File: src/rtl/counter_311_pkg.sv
// rtl/counter_311_pkg.sv - shared constants and helpers for the 311 counter family
package counter_311_pkg;

    localparam logic DIR_UP_311   = 1'b1;
    localparam logic DIR_DOWN_311 = 1'b0;

    // Operands are zero-extended to 33 bits so any WIDTH up to 32 plus a guard bit fits.
    function automatic logic [32:0] clamp_to_max_311(input logic [32:0] val,
                                                     input logic [32:0] max_val);
        return (val > max_val) ? max_val : val;
    endfunction

endpackage

File: src/rtl/mod_counter_311.sv
// rtl/mod_counter_311.sv - up/down modulo counter with load, saturate, tc pulse and sticky overflow
module mod_counter_311
    import counter_311_pkg::*;
#(
    parameter int              WIDTH    = 8,
    parameter longint unsigned MODULUS  = 256,
    parameter bit              SATURATE = 1'b0
) (
    input  logic             clk_311,
    input  logic             reset_311,
    input  logic             en_311,
    input  logic             up_311,
    input  logic             load_311,
    input  logic [WIDTH-1:0] load_val_311,
    input  logic             clr_ovf_311,
    output logic [WIDTH-1:0] count_311,
    output logic             tc_311,
    output logic             ovf_311
);

    generate
        if (WIDTH < 2 || WIDTH > 32 || MODULUS < 2 || MODULUS > (64'd1 << WIDTH)) begin : g_bad_params
            $error("mod_counter_311: illegal WIDTH/MODULUS combination");
        end
    endgenerate

    // One guard bit keeps MAX+1 and 0-1 distinct from legal counts for any MODULUS.
    localparam logic [WIDTH:0] MAX_W  = (WIDTH+1)'(MODULUS - 64'd1);
    localparam logic [WIDTH:0] ZERO_W = '0;

    logic [WIDTH:0] count_ext;
    logic           at_max;
    logic           at_zero;
    logic [WIDTH:0] up_next;
    logic [WIDTH:0] down_next;
    logic [WIDTH:0] step_next;
    logic           boundary;
    logic [32:0]    load_clamp_full;
    logic [WIDTH-1:0] load_next;
    logic           unused_clamp_hi;

    assign count_ext = {1'b0, count_311};
    assign at_max    = (count_ext == MAX_W);
    assign at_zero   = (count_ext == ZERO_W);

    assign up_next   = at_max  ? (SATURATE ? MAX_W : ZERO_W) : count_ext + 1'b1;
    assign down_next = at_zero ? (SATURATE ? ZERO_W : MAX_W) : count_ext - 1'b1;
    assign step_next = (up_311 == DIR_UP_311) ? up_next : down_next;

    // A load cycle never counts, so it can never be a boundary event.
    assign boundary  = en_311 && !load_311 && ((up_311 == DIR_UP_311) ? at_max : at_zero);

    assign load_clamp_full = clamp_to_max_311(33'(load_val_311), 33'(MAX_W));
    assign load_next       = load_clamp_full[WIDTH-1:0];
    assign unused_clamp_hi = ^load_clamp_full[32:WIDTH];

    always_ff @(posedge clk_311) begin
        if (reset_311) begin
            count_311 <= '0;
        end else if (load_311) begin
            count_311 <= load_next;
        end else if (en_311) begin
            count_311 <= step_next[WIDTH-1:0];
        end
    end

    always_ff @(posedge clk_311) begin
        if (reset_311) begin
            tc_311  <= 1'b0;
            ovf_311 <= 1'b0;
        end else begin
            tc_311 <= boundary;
            if (boundary) begin
                ovf_311 <= 1'b1;
            end else if (clr_ovf_311) begin
                ovf_311 <= 1'b0;
            end
        end
    end

endmodule

File: config.mk
export PLATFORM = sky130hd
export DESIGN_NAME = mod_counter_311
export DESIGN_NICKNAME = d
export VERILOG_FILES = /design/src/rtl/counter_311_pkg.sv /design/src/rtl/mod_counter_311.sv
export SDC_FILE = /design/constraint.sdc
export NUM_CORES = 1
export LEC_CHECK = 0
export CORE_MARGIN = 5
export CORE_UTILIZATION = 48
export DETAILED_ROUTE_END_ITERATION = 8
export GPL_TIMING_DRIVEN = 0
export PLACE_DENSITY = 0.9
export SETUP_SLACK_MARGIN = 0.02
export SLEW_MARGIN = 30
export SYNTH_ARGS = -nofsm -noshare
export SYNTH_HDL_FRONTEND = slang
export SYNTH_SLANG_ARGS = --single-unit
File: constraint.sdc
create_clock -name clk_311 -period 2.3 [get_ports clk_311]
set_clock_uncertainty 0.2 [all_clocks]
set_input_delay 0.23 -clock clk_311 [delete_from_list [all_inputs] [get_ports clk_311]]
set_output_delay 0.23 -clock clk_311 [all_outputs]
set_load 0.02 [all_outputs]
Word level (Yosys, flattened, before mapping)
Index checks and enable logic that the tools add are counted.
Storage, ports and cells
  flip-flop bits (word level): 10
  bits in latches: 0
  memory bits (writable): 0
  bits in read-only memories: 0
  input port bits: 14
  memories: 0
Cells by class
  add/sub/neg operators: 2
  $mul: 0
  divide/modulo/power cells: 0
  order comparisons: 0
  equality and inequality tests: 1
  shift-type cells: 0
  multiplexer cells: 8
  bitwise operators: 0
  reductions and logical operators: 6
Operator list (number)
  two-way mux 8 bit: 5
  zero test 9 bit: 1
  adder 8 x 1 -> 8 bit (second input constant): 1
  equality test 8 bit (second input constant): 1
  subtractor 8 x 1 -> 8 bit (second input constant): 1
  nonzero test 2 bit: 2
  two-way mux 1 bit: 3
  logical AND 1 bit: 2
  zero test 1 bit: 1

Longest topological paths before layout
  word-level depth: 5
  depth in mapped cells: 7
  gate-level depth less buffers: 6

Worst setup path after synthesis
OpenSTA, ideal clock, no wires.
  path type: register to register
  from: reg count_311[0]
  to: reg count_311[5]
  data arrival time: 1614 ps
  data required time: 1970 ps
  setup slack: 355 ps
  cell stages (with the launch flop): 8
  buffers on the path: 1
  clock period less this slack: 1945 ps
  cell sequence: dfxtp_1 clkbuf_1 inv_1 ha_1 nor3b_2 o21a_1 o21ai_0 a31oi_2
Between the ends
  word-level cells in the longest chain between the ends: 5
  elaborated cells between the ends (all ways): 9
  those cells by class: 2 x add/sub; 1 x eq/ne; 5 x mux; 1 x reduce/logical
RTL lines
  start, declared: line mod_counter_311.sv:16  | output logic [WIDTH-1:0] count_311,
  start signal, assigned: line mod_counter_311.sv:61  | count_311 <= load_next;
  start signal, assigned: line mod_counter_311.sv:63  | count_311 <= step_next[WIDTH-1:0];
  subtractor 8 x 1 -> 8 bit, or another cell as far along: line mod_counter_311.sv:47  | assign down_next = at_zero ? (SATURATE ? ZERO_W : MAX_W) : count_ext - 1'b1;
  two-way mux 8 bit, on equally long branches: line mod_counter_311.sv:47, mod_counter_311.sv:46
  two-way mux 8 bit (*): line mod_counter_311.sv:48  | assign step_next = (up_311 == DIR_UP_311) ? up_next : down_next;
  two-way mux 8 bit (*): line mod_counter_311.sv:62  | end else if (en_311) begin
  two-way mux 8 bit (*): line mod_counter_311.sv:60  | end else if (load_311) begin
Mark *: on every way between the ends. The rest lies on a longest branch, timed or not. The select of a mux whose other input is x is not followed.
A chain may end at the register's enable or synchronous reset.

Worst setup path after layout
Same ends and word-level chain as after synthesis.

==> flow_summary.yaml <==
run_status:
  status: "complete, no violations"
setup_path:
  cp.arrival_ns: 1.99
  cp_num_cells: 7
  critPathMaxStageDelay_ns: 0.35
  crit_family: "compound AO/OA/AOI/OAI gates"
  worstSetupStartpointType: "flip-flop"
  required_ns: 2.26
  path_cells: "clkbuf_1 -> inv_1 -> ha_1 -> nor3b_2 -> o21a_1 -> o21ai_0 -> a31oi_2"
  critPathBufInv: 2
  path_max_fanout: 9
  endpoint_kind: "flip-flop"
  path_class: "flip-flop to flip-flop"
  slowest_stage: "dfxtp_1"
  reg2reg_depth: 7
timing:
  slew_viol_final: 0
  layout_min_cycle_time_ns: 2.03
  rsz0062_at_grt: "false"
  timing.final.crit_share: 0.881
  fmax_mhz: 494
  final_hold_viol_count: 0
  worst_pin_slew_ns: 0.502
  setup_viol: 0
  maxSlewHeadroom: 0.665
  setup_tns_ns: 0
  layout_setup_ws_ns: 0.275
  hold_ws_ns: 0.287
logic_synthesis:
  synth_fp_nets: 136
  synthDominantCellAreaShare: 0.215
  ys_seq_area_frac: 0.215
  synth_commonest_cells: "a21oi_1 (11), dfxtp_1 (10), clkbuf_1 (8), nand2_1 (7), nor2_1 (6)"
  ys_warn_count: 0
  synth_area_leader_cell: "dfxtp_1"
  ys.flop_type: "dfxtp_1"
  synth-edff-count: 0
  ys_ff_latch: 10
  syn_area_um2: 932
  synth_async_sr_flop_share: 0
  synth_area_per_cell_um2: 7.83
  synth_cell_types: 46
  synth_area_leaders: "dfxtp_1 (21%), a21oi_1 (5.9%), ha_1 (4.0%)"
  synthCells: 119
  synth.most_common_cell: "a21oi_1"
global_route:
  antenna_found_initial: 0
  grt_max_degree: 11
  track_usage: 0.206
  grt_pass1_wl_mm: 4.35
  grt_pass1_vias: 953
  grt-ovfl-total: 0
drt:
  vias_per_cell: 6.09
  drt-pass1-iter-count: 4
  ant_nets: 0
  routedWlPerCell_um: 15.7
  num_vias: 1042
  drc: 0
  drt-total-wl_mm: 2.69
  drt_iter0_drc: 32
clocking:
  ctsResizeCount: 0
  clk_pin_slew_ns: 0.08
  tritoncts: "done"
  cts_inserted_buffers: 3
  post_cts_buffers: 0
  cts_max_level: 1
  cts_root_buffer: "clkbuf_4"
  cts_hold_buf: 0
  clock_latency_ns: 0.28
  numClockSinks: 10
  cts.path.max_buffers: 2
place:
  place_ws_ns: 0.190
  placed_cell_area_um2: 1190
  numPortBuffers: 22
  dp.cells: 168
  gp_congestion: 0.901
  place_hpwl_mm: 1.93
finish:
  area_delta_synth_final_pct: 29.7
  drive_gt1_frac: 0.0972
  seqCellArea_um2: 200
  multi_input_area_um2: 663
  antenna_cells: 0
  nNetsFinal: 163
  fillers: 174
  final_cell_area_um2: 1210
  final_cells: 171
floorplan:
  dieHeight_um: 54.1
  rows: 16
  start_util: 0.490
  core-area_um2: 1900
  ios: 24
  die_x_um: 54.1
  die_area_um2: 2920
hold_path:
  hp-class: "flip-flop to flip-flop"
  min_path_cells: 2
power_and_ir_drop:
  max-vdd-ir-drop_mv: 0.349
  powerDensity_nw_per_um2: 464
  p_leak_nw: 0.408
run:
  max-cap-violations: 0
-- path summary, 6_finish.rpt --
| kind | endpoint | from | slack, ns |
|---|---|---|---|
| worst min register to register | ovf_311 | ovf_311 | 0.29 |
| worst min-delay path | ovf_311 | ovf_311 | 0.29 |
| worst max register to register | count_311[5] | count_311[0] | 0.27 |
| worst max-delay path | count_311[5] | count_311[0] | 0.27 |
-- layout make-up --
| cell class | instances | area share |
|---|---|---|
| clock buffer | 3 | 0.0186 |
| timing repair buffer | 22 | 0.182 |
| sequential | 10 | 0.166 |
| buffer | 11 | 0.0476 |
| tap | 27 | 0.0280 |
| multi-input combinational | 95 | 0.549 |
| inverter | 3 | 0.00932 |
-- per-stage QoR --
stage / total power, W / util
floorplan: 0.000354 / -
global placement: 0.000425 / 0.624
detailed placement: 0.000431 / 0.624
CTS: 0.000560 / 0.636
global route: 0.000594 / 0.636
finish: 0.000561 / 0.636
-- routing by layer --
layer	GRT usage	routed length, um
met1	0.252	1130
met2	0.351	1310
met3	0.0388	226
met4	0.0871	21
met5	0	0
-- worst reg2reg max path, delay by kind of cell, from the launching register on --
family / cells / cell delay [ns]
AO/OA/AOI/OAI: 3 / 0.50
adder cells (fa/ha/maj): 1 / 0.23
buffers and inverters: 2 / 0.44
flip-flops: 1 / 0.35
AND/OR/NAND/NOR: 1 / 0.18
-- layout by cell type, fill, tap and decap left out, types with 2 or more instances in the layout --
master           count
clkbuf_1             8
nand3_2              2
inv_1                3
a221o_1              2
a21oi_1             11
nor2_1               6
clkbuf_4             3
nand2b_1             2
o21a_1               3
o21bai_1             2
a31oi_1              4
o211ai_1             2
o21ai_0              5
nor3_1               2
nor2b_1              3
o21ai_1              2
buf_6                2
nand3_1              4
dfxtp_1             10
clkdlybuf4s50_1     22
a21o_1               4
nor3b_1              5
nand2_1              7
ha_1                 3
xnor2_1              4
-- power by group --
part | internal [W] | switching, W | total (W)
clock network | 0.0000607 | 0.0000701 | 0.000131
registers | 0.000185 | 0.0000150 | 0.000200
logic | 0.000111 | 0.000120 | 0.000231
-- state kept, by name, summed over array words and instances, names as in the netlist --
name       cells
count_311      8
ovf_311        1
tc_311         1
-- logic make-up after synthesis --
kind of cell	count (synthesis)	share of synthesized area
AOI/OAI and AO/OA	44	0.328
xor gates and xnor gates	5	0.0470
adders and majority gates	3	0.0403
buffers and inverters	14	0.0738
DFF	10	0.215
muxes	1	0.0107
and+or+nand+nor	42	0.286
(Power assumes the default switching activity.)
